**src/rtl/mc_pkg.sv**
```systemverilog
// Shared definitions for the multicycle datapath: FSM states, opcode and
// funct encodings, ALU control codes and the instruction-legality helpers.
package mc_pkg;

   typedef enum logic [3:0] {
      FETCH, DECODE, MEMADR, MEMRD, MEMWB, MEMWR, EXEC,
      ALUWB, ADDIEX, ADDIWB, BRANCH, JUMP, TRAP
   } mc_state_e;

   localparam logic [5:0] OP_RTYPE = 6'h00;
   localparam logic [5:0] OP_LW    = 6'h23;
   localparam logic [5:0] OP_SW    = 6'h2B;
   localparam logic [5:0] OP_ADDI  = 6'h08;
   localparam logic [5:0] OP_BEQ   = 6'h04;
   localparam logic [5:0] OP_J     = 6'h02;

   localparam logic [5:0] FN_ADD = 6'h20;
   localparam logic [5:0] FN_SUB = 6'h22;
   localparam logic [5:0] FN_AND = 6'h24;
   localparam logic [5:0] FN_OR  = 6'h25;
   localparam logic [5:0] FN_SLT = 6'h2A;

   localparam logic [2:0] ALU_AND = 3'b000;
   localparam logic [2:0] ALU_OR  = 3'b001;
   localparam logic [2:0] ALU_ADD = 3'b010;
   localparam logic [2:0] ALU_SUB = 3'b110;
   localparam logic [2:0] ALU_SLT = 3'b111;

   function automatic logic [2:0] funct_to_alu(input logic [5:0] funct);
      case (funct)
         FN_SUB:  return ALU_SUB;
         FN_AND:  return ALU_AND;
         FN_OR:   return ALU_OR;
         FN_SLT:  return ALU_SLT;
         default: return ALU_ADD;
      endcase
   endfunction

   function automatic logic op_legal(input logic [5:0] opcode, input logic [5:0] funct);
      case (opcode)
         OP_RTYPE: return (funct == FN_ADD) || (funct == FN_SUB) || (funct == FN_AND) ||
                          (funct == FN_OR)  || (funct == FN_SLT);
         OP_LW, OP_SW, OP_ADDI, OP_BEQ, OP_J: return 1'b1;
         default: return 1'b0;
      endcase
   endfunction

endpackage

```
**src/rtl/mc_regfile.sv**
```systemverilog
// Register file with two combinational read ports and one synchronous write
// port; register 0 always reads zero and ignores writes.
module mc_regfile #(
   parameter int XLEN  = 32,
   parameter int NREGS = 32
) (
   input  logic                     clk,
   input  logic                     we,
   input  logic [$clog2(NREGS)-1:0] waddr,
   input  logic [XLEN-1:0]          wdata,
   input  logic [$clog2(NREGS)-1:0] raddr1,
   input  logic [$clog2(NREGS)-1:0] raddr2,
   output logic [XLEN-1:0]          rdata1,
   output logic [XLEN-1:0]          rdata2
);

   logic [XLEN-1:0] regs_q [NREGS];

   // Contents are deliberately left unreset so the array maps onto plain storage.
   always_ff @(posedge clk) begin
      if (we && (waddr != '0)) begin
         regs_q[waddr] <= wdata;
      end
   end

   assign rdata1 = (raddr1 == '0) ? '0 : regs_q[raddr1];
   assign rdata2 = (raddr2 == '0) ? '0 : regs_q[raddr2];

endmodule

```
**src/rtl/multicycle_datapath.sv**
```systemverilog
// Multicycle MIPS-subset datapath: one FSM sequences fetch, decode, execute,
// memory access and write-back over a single shared memory port.
module multicycle_datapath
   import mc_pkg::*;
#(
   parameter int              XLEN     = 32,
   parameter int              NREGS    = 32,
   parameter logic [XLEN-1:0] RESET_PC = '0
) (
   input  logic            clk,
   input  logic            reset,
   output logic            mem_req,
   output logic            mem_we,
   output logic [XLEN-1:0] mem_addr,
   output logic [XLEN-1:0] mem_wdata,
   input  logic            mem_ready,
   input  logic [XLEN-1:0] mem_rdata,
   output logic [XLEN-1:0] pc,
   output logic            retire,
   output logic            trap
);

   localparam int AW = $clog2(NREGS);

   mc_state_e       state_q, state_d;
   logic [XLEN-1:0] pc_q, pc_d;
   logic [31:0]     ir_q, ir_d;
   logic [XLEN-1:0] a_q, a_d, b_q, b_d, alu_out_q, alu_out_d, mdr_q, mdr_d;

   logic [5:0]      opcode, funct;
   logic [4:0]      rs, rt, rd;
   logic [XLEN-1:0] sign_imm, alu_result, rf_rd1, rf_rd2, rf_wdata;
   logic [2:0]      alu_ctrl;
   logic [AW-1:0]   rf_waddr;
   logic            rf_we, regs_ok, instr_ok;
   logic            unused_shamt;

   assign opcode       = ir_q[31:26];
   assign rs           = ir_q[25:21];
   assign rt           = ir_q[20:16];
   assign rd           = ir_q[15:11];
   assign funct        = ir_q[5:0];
   assign sign_imm     = {{(XLEN-16){ir_q[15]}}, ir_q[15:0]};
   assign unused_shamt = ^ir_q[10:6];

   mc_regfile #(.XLEN(XLEN), .NREGS(NREGS)) u_regfile (
      .clk    (clk),
      .we     (rf_we),
      .waddr  (rf_waddr),
      .wdata  (rf_wdata),
      .raddr1 (rs[AW-1:0]),
      .raddr2 (rt[AW-1:0]),
      .rdata1 (rf_rd1),
      .rdata2 (rf_rd2)
   );

   // Jumps carry no register fields, so only the other formats check specifiers.
   always_comb begin
      regs_ok = (int'(rs) < NREGS) && (int'(rt) < NREGS);
      if (opcode == OP_RTYPE) begin
         regs_ok = regs_ok && (int'(rd) < NREGS);
      end
      instr_ok = op_legal(opcode, funct) && ((opcode == OP_J) || regs_ok);
   end

   always_comb begin
      alu_ctrl = funct_to_alu(funct);
      case (alu_ctrl)
         ALU_ADD: alu_result = a_q + b_q;
         ALU_SUB: alu_result = a_q - b_q;
         ALU_AND: alu_result = a_q & b_q;
         ALU_OR:  alu_result = a_q | b_q;
         ALU_SLT: alu_result = {{(XLEN-1){1'b0}}, ($signed(a_q) < $signed(b_q))};
         default: alu_result = '0;
      endcase
   end

   always_comb begin
      state_d   = state_q;
      pc_d      = pc_q;
      ir_d      = ir_q;
      a_d       = a_q;
      b_d       = b_q;
      alu_out_d = alu_out_q;
      mdr_d     = mdr_q;
      rf_we     = 1'b0;
      rf_waddr  = rt[AW-1:0];
      rf_wdata  = alu_out_q;
      case (state_q)
         FETCH: begin
            if (mem_ready) begin
               ir_d    = mem_rdata[31:0];
               pc_d    = pc_q + XLEN'(4);
               state_d = DECODE;
            end
         end
         DECODE: begin
            a_d       = rf_rd1;
            b_d       = rf_rd2;
            alu_out_d = pc_q + (sign_imm << 2);
            if (!instr_ok) begin
               state_d = TRAP;
            end else begin
               case (opcode)
                  OP_LW, OP_SW: state_d = MEMADR;
                  OP_RTYPE:     state_d = EXEC;
                  OP_ADDI:      state_d = ADDIEX;
                  OP_BEQ:       state_d = BRANCH;
                  OP_J:         state_d = JUMP;
                  default:      state_d = TRAP;
               endcase
            end
         end
         MEMADR: begin
            alu_out_d = a_q + sign_imm;
            state_d   = (opcode == OP_LW) ? MEMRD : MEMWR;
         end
         MEMRD: begin
            if (mem_ready) begin
               mdr_d   = mem_rdata;
               state_d = MEMWB;
            end
         end
         MEMWR: begin
            if (mem_ready) begin
               state_d = FETCH;
            end
         end
         MEMWB: begin
            rf_we    = 1'b1;
            rf_wdata = mdr_q;
            state_d  = FETCH;
         end
         EXEC: begin
            alu_out_d = alu_result;
            state_d   = ALUWB;
         end
         ALUWB: begin
            rf_we    = 1'b1;
            rf_waddr = rd[AW-1:0];
            state_d  = FETCH;
         end
         ADDIEX: begin
            alu_out_d = a_q + sign_imm;
            state_d   = ADDIWB;
         end
         ADDIWB: begin
            rf_we   = 1'b1;
            state_d = FETCH;
         end
         BRANCH: begin
            if (a_q == b_q) begin
               pc_d = alu_out_q;
            end
            state_d = FETCH;
         end
         JUMP: begin
            pc_d    = {pc_q[XLEN-1:28], ir_q[25:0], 2'b00};
            state_d = FETCH;
         end
         TRAP:    state_d = TRAP;
         default: state_d = FETCH;
      endcase
   end

   always_ff @(posedge clk or negedge reset) begin
      if (!reset) begin
         state_q   <= FETCH;
         pc_q      <= RESET_PC;
         ir_q      <= '0;
         a_q       <= '0;
         b_q       <= '0;
         alu_out_q <= '0;
         mdr_q     <= '0;
      end else begin
         state_q   <= state_d;
         pc_q      <= pc_d;
         ir_q      <= ir_d;
         a_q       <= a_d;
         b_q       <= b_d;
         alu_out_q <= alu_out_d;
         mdr_q     <= mdr_d;
      end
   end

   // The request is gated by reset directly so it drops the instant reset asserts.
   assign mem_req   = reset && ((state_q == FETCH) || (state_q == MEMRD) || (state_q == MEMWR));
   assign mem_we    = (state_q == MEMWR);
   assign mem_addr  = (state_q == FETCH) ? pc_q : alu_out_q;
   assign mem_wdata = b_q;
   assign pc        = pc_q;
   assign trap      = (state_q == TRAP);

   always_comb begin
      retire = 1'b0;
      case (state_q)
         MEMWB, ALUWB, ADDIWB, BRANCH, JUMP: retire = 1'b1;
         MEMWR:   retire = mem_ready;
         default: retire = 1'b0;
      endcase
   end

endmodule
```
**config.mk**
```make
export PLATFORM = sky130hd
export DESIGN_NAME = multicycle_datapath
export DESIGN_NICKNAME = d
export VERILOG_FILES = /design/src/rtl/mc_pkg.sv /design/src/rtl/mc_regfile.sv /design/src/rtl/multicycle_datapath.sv
export SDC_FILE = /design/constraint.sdc
export NUM_CORES = 2
export LEC_CHECK = 0
export BUFFER_PORTS_ARGS = -buffer_cell sky130_fd_sc_hd__buf_2
export CORE_ASPECT_RATIO = 1.1
export CORE_MARGIN = 2
export CORE_UTILIZATION = 30
export CTS_CLUSTER_SIZE = 8
export DETAILED_ROUTE_END_ITERATION = 7
export PLACE_DENSITY = 0.54
export SYNTH_ARGS = -nofsm -noshare
export SYNTH_HDL_FRONTEND = slang
export SYNTH_SLANG_ARGS = --single-unit
export TNS_END_PERCENT = 5
```
**constraint.sdc**
```tcl
create_clock -name clk -period 6.45 [get_ports clk]
set_clock_uncertainty 0.05 [all_clocks]
set_input_delay 0 -clock clk [delete_from_list [all_inputs] [get_ports clk]]
set_output_delay 0 -clock clk [all_outputs]
set_load 0.1 [all_outputs]
```
Yosys cells after proc, flatten, opt, wreduce, memory -nomap -nowiden
Memory sizes are Yosys's and may differ from the RTL's.
Index checks and enable logic that the tools add are counted.
Widths: inputs -> output; s select.
{ "classes": {"n_bitwise": 3, "eq_ne": 31, "n_reduce_logical": 27, "n_lt_le_gt_ge": 1, "n_mux": 23, "n_addsub": 5} }
{ "ops": {"columns": ["cell", "count"], "rows": [
  ["$mux 32", 6],
  ["$pmux 32 s3", 2],
  ["$pmux 32 s5", 1],
  ["$add 32x32->32", 3],
  ["$eq 6x6->1 const B", 7],
  ["$add 32x3->32 const B", 1],
  ["$and 32x32->32", 1],
  ["$eq 32x32->1", 1],
  ["$lt 32x32->1", 1],
  ["$or 32x32->32", 1],
  ["$pmux 4 s8", 1],
  ["$sub 32x32->32", 1],
  ["$eq 4x4->1 const B", 5],
  ["$pmux 4 s5", 1],
  ["$eq 4x3->1 const B", 4],
  ["$mux 4", 4],
  ["$pmux 3 s4", 1],
  ["$logic_not 5->1", 2],
  ["$reduce_or 5->1", 2],
  ["$eq 4x2->1 const B", 2],
  ["$eq 3x3->1 const B", 2],
  ["$eq 6x2->1 const B", 1],
  ["$eq 6x3->1 const B", 1],
  ["$eq 6x4->1 const B", 1],
  ["23 further kinds", 38]
]} }
{ "word_totals": {"in_bits": 35, "wordCells": 99, "mem_count": 1, "output_inout_bits": 100, "regBits": 196, "mem_bits_rw": 1024} }
{ "mem_list": {"columns": ["memory", "depth", "word_bits", "rd", "rd_ports_with_merged_regs", "write_ports", "line", "source"], "rows": [
  ["u_regfile.regs_q", 32, 32, 2, 0, 1, "mc_regfile.sv:17", "logic [XLEN-1:0] regs_q [NREGS];"]
]} }

Longest topological paths before layout
{ "logic_depth": {"ltp_word": 8, "depth_mapped": 14, "depth_no_buf": 14} }

By module
From an unflattened synthesis, not the netlist that was laid out.
{ "unflattened": {"cells_unflattened": 4811, "hier_area_um2": 66127.2} }
{ "by_module_without_submodules": {"columns": ["module", "instances", "seq_area_each_um2", "cells_per_inst", "area_each_um2"], "rows": [
  ["mc_regfile", 1, 30749.5, 2564, 47929.7],
  ["multicycle_datapath", 1, 4904.7, 2247, 18197.5]
]} }

Worst setup path after synthesis
No wires, ideal clock.
{ "synth_timing": {"kind": "register to register", "startpoint": "register ir_q[18]", "endpoint": "memory u_regfile.regs_q[17][0], enable pin", "t_arrival_ps": 4098, "required_time_ps": 5932, "path_stages_with_launch": 7, "synth_period_minus_slack_ps": 4615, "path_buffers": 2, "setup_ps": 468, "setup_slack_ps": 1835, "cell_sequence": "dfrtp_1 -> inv_1 -> clkbuf_1 -> buf_1 -> nand3_1 -> o21a_1 -> nor3b_1"} }
{ "synth_between": {"elab_chain_len": 5} }
{ "synth_lines": {"columns": ["item", "line", "source"], "rows": [
  ["start, declared", "multicycle_datapath.sv:27", "logic [31:0] ir_q, ir_d;"],
  ["start signal, assigned", "multicycle_datapath.sv:178", "ir_q <= ir_d;"],
  ["$mux 5 *", "multicycle_datapath.sv:89", "case (state_q)"],
  ["$reduce_bool 5->1", "mc_regfile.sv:21", "if (we && (waddr != '0)) begin"],
  ["$logic_and 1x1->1", "mc_regfile.sv:21", null],
  ["$mux 1", "mc_regfile.sv:21", null],
  ["$mux 1 (implied by the code)", "mc_regfile.sv:22", "regs_q[waddr] <= wdata;"],
  ["end, declared", "mc_regfile.sv:17", null]
]} }
Every way passes the cells marked *; elsewhere a longest branch is shown, timed or not.

Final worst setup path
{ "layout_timing": {"startpoint": "register a_q[13]", "endpoint": "register alu_out_q[31]"} }
{ "layout_between": {"elab_chain_len": 3, "word_cells_on_any_way": 5, "classes_between": "add/sub: 3; mux: 2"} }
{ "layout_lines": {"columns": ["item", "line", "source"], "rows": [
  ["start, declared", "multicycle_datapath.sv:28", "logic [XLEN-1:0] a_q, a_d, b_q, b_d, alu_out_q, alu_out_d, mdr_q, mdr_d;"],
  ["start signal, assigned", "multicycle_datapath.sv:171", "a_q <= '0;"],
  ["start signal, assigned", "multicycle_datapath.sv:179", "a_q <= a_d;"],
  ["$sub 32x32->32 or $add 32x32->32 (tied branches)", "multicycle_datapath.sv:70, multicycle_datapath.sv:69", null],
  ["$pmux 32 s5", "multicycle_datapath.sv:68", "case (alu_ctrl)"],
  ["$pmux 32 s3 *", "multicycle_datapath.sv:89", null],
  ["end signal, assigned", "multicycle_datapath.sv:181", "alu_out_q <= alu_out_d;"],
  ["end, declared", "multicycle_datapath.sv:28", null]
]} }
Marks and branches as above.
A chain may end at the register's enable or synchronous reset.

==> summary.txt <==
Status: finished clean
Number of global-route vias before repair: 42360
Post-Route WL: 228700 µm
Path type of the worst setup path: flip-flop to flip-flop
Postcts setup bufs: 0
TritonRoute pass-1 iters: 6
Vias: 41970
Hold violation count in the final report: 0
Clock transition at path regs: 50 ps
Num CTS Buffers: 171
RSZ-0062 raised after global routing: no
Vias per Instance: 5.762
Worst r2r dst: alu_out_q[31]
Chip width: 445.3 µm
VDD IR-drop max: 0.0005924 V
Syn avg cell area: 15.34 µm²
Pin count of the biggest net entering global routing: 144
Layout area overhead: 15.83%
Slew Viols, Final: 0
CP Launch Type: flip-flop
Net count, final: 4646
Mapped Area: 64270 µm²
Post-cts repair resize count: 0
Antenna violations before repair: 18
Number of synthesized flops with an enable pin: 1024
Clock buffer depth: 3
Hold Path Origin: mem_rdata[15]
Fraction of layout cells with a size suffix above 1: 28.09%
Clk root buf: clkbuf_16
Tcrit/Tclk final: 69.54%
Clock tree sinks: 1220
GRT overflow: 0
Core Region: 213400 µm²
Seq cells post-synth: 1220
CP required: 7090 ps
DP HPWL: 157000 µm
Layout fillers: 20250
Mapped Cells: 4190
Setup violations, final: 0
Starting density of the core: 30.12%
Yosys top cell area share: 47.84%
Max Cap Violations: 0
Worst-Margin Slew: 1250 ps
Setup slack, reg-to-reg: 1960 ps
Crit-path max FO: 12
Port Buf Inserts: 134
Most common cell after layout, fill and taps aside: edfxtp_1
Die area: 218000 µm²
YS warnings: 0
Post-DP Area: 68860 µm²
Hold crit path type: input port to flip-flop
First-pass GRT wire length: 322700 µm
Yosys cell types: 82
Worst-case reg-to-reg path depth: 12
Routed Antenna Nets: 0
Worst-Skew Late Latency: 850 ps
Crit path time final: 4485 ps
Die Ht: 489.5 µm
Register area share after synthesis: 55.47%
Hold depth: 3
Slew headroom: 16.45%
Ys flop type: edfxtp_1
Site row count: 178
Total GRT Usage: 20.71%
WL per Instance: 31.39 µm
Fmax: 223.0 MHz
I/O pins: 135
CTS tree: yes
R2r startpoint: a_q[13]
Leakage: 25.75 nW
Crit path DAT: 5120 ps
Ys async rst share: 16.07%
WHS Endpoint: ir_q[15]
Setup TNS: 0 ps
Initial DRC Count: 4584
Top cells by area, synth: edfxtp_1 (48%), mux4_2 (19%), dfrtp_1 (7.6%), ha_1 (3.3%), mux2_2 (3.0%)
PwrDens: 573.5 nW/µm²
Routability cong.: 0.9383
Final instance area: 74450 µm²
Setup crit end kind: flip-flop
# DRC: 0
Area leader, netlist: edfxtp_1
H-tree depth: 4
Most frequent cells in the layout: edfxtp_1 (1024), mux4_2 (554), a21oi_1 (249), dfrtp_1 (185), mux2_2 (173)
Tot Pwr: 42.70 mW
cells in the mapped netlist (11+ instances only):
library cell	n
nand2_1	166
a21o_1	54
buf_2	18
mux2i_1	139
a22o_1	14
a31oi_1	28
o221ai_1	35
a211oi_1	37
nand2b_1	29
o21a_1	21
o211ai_1	27
xnor2_1	32
a221o_1	12
nor2_1	169
mux4_2	554
clkbuf_1	209
a221oi_1	34
o21bai_1	21
mux2_2	173
or3_1	11
nor3_1	31
and3_1	16
edfxtp_1	1024
o31ai_1	19
a21oi_1	249
o21ai_0	169
ha_1	170
nand3_1	31
dfrtp_1	196
nor2b_1	22
buf_1	64
xor2_1	33
o22ai_1	101
and2_1	15
inv_1	119
timing repair:
action / in CTS / in global routing
hold endpoints to repair: 263 / 0
hold buffers: 69 / 0
setup endpoints to repair: 0 / 0
kinds of logic after synthesis:
kind of cell	Yosys count	share of synthesized area, %
fa+ha+maj	174	3.434
mux	866	24.61
other cells	1	0.005835
xor+xnor	65	0.8858
buf+inv	412	2.453
simple gates	541	3.950
compound gates	911	9.189
flops	1220	55.47
stage by stage:
step	util, %	cells	setup WS (ps)	hold WS (ps)
global route	34.89	7283	1796	42.83
floorplan	-	4221	1835	-345.6
global placement	32.28	6985	2057	-93.11
CTS	34.89	7282	1980	23.70
finish	34.89	7285	1965	90.67
detailed placement	32.28	6985	2021	-96.42
power by group:
group / internal [mW] / total (mW) / switching, mW
clock: 4.83 / 8.35 / 3.52
combinational: 7.87 / 22.2 / 14.4
sequential: 10.5 / 12.1 / 1.65
total: 23.2 / 42.7 / 19.5
how the worst max path moves through the flow:
| stage | from | to | slack (ps) | cells past startpoint |
|---|---|---|---|---|
| finish | a_q[13] | alu_out_q[31] | 1960 | 12 |
| floorplan | ir_q[18] | u_regfile.regs_q[17][0] | 1830 | 6 |
| global placement | a_q[1] | alu_out_q[31] | 2060 | 12 |
| global route | state_q[2] | u_regfile.regs_q[7][28] | 1800 | 6 |
| CTS | state_q[2] | u_regfile.regs_q[7][28] | 1980 | 6 |
| detailed placement | a_q[13] | alu_out_q[31] | 2020 | 12 |
area by class of cell:
| cell class | count | area, µm² | area share, % |
|---|---|---|---|
| Antenna cell | 3 | 7.507 | 0.01008 |
| Clock buffer | 212 | 4453 | 5.981 |
| Clock inverter | 16 | 414.1 | 0.5563 |
| Inverter | 120 | 455.4 | 0.6118 |
| Multi-Input combinational cell | 2589 | 27460 | 36.88 |
| Sequential cell | 1220 | 35690 | 47.94 |
| Tap cell | 2790 | 3491 | 4.689 |
| Timing Repair Buffer | 335 | 2480 | 3.331 |
critical path, cell delays in order (launching register included):
cell and delay, ps:
dfrtp_1 490, inv_1 110, ha_1 530, and2_1 370
o21a_1 200, a21o_1 220, a221oi_1 370, o21a_1 300
a31oi_1 280, a221oi_1 580, mux2i_1 250, a21oi_1 120
or4_1 510
flip-flops by register name (all words and copies together) (netlist names):
register and count:
state_q 4, u_regfile.regs_q 1024, ir_q 32, mem_wdata 32
pc 32, a_q 32, alu_out_q 32, mdr_q 32
metal layers:
layer	track usage (%)	share of wire [%]
met1	26.80	39
met2	34.66	49
met3	3.039	6.9
met4	8.912	4.5
met5	0	0.0052
Note: power is estimated with default switching activity, not from simulation.
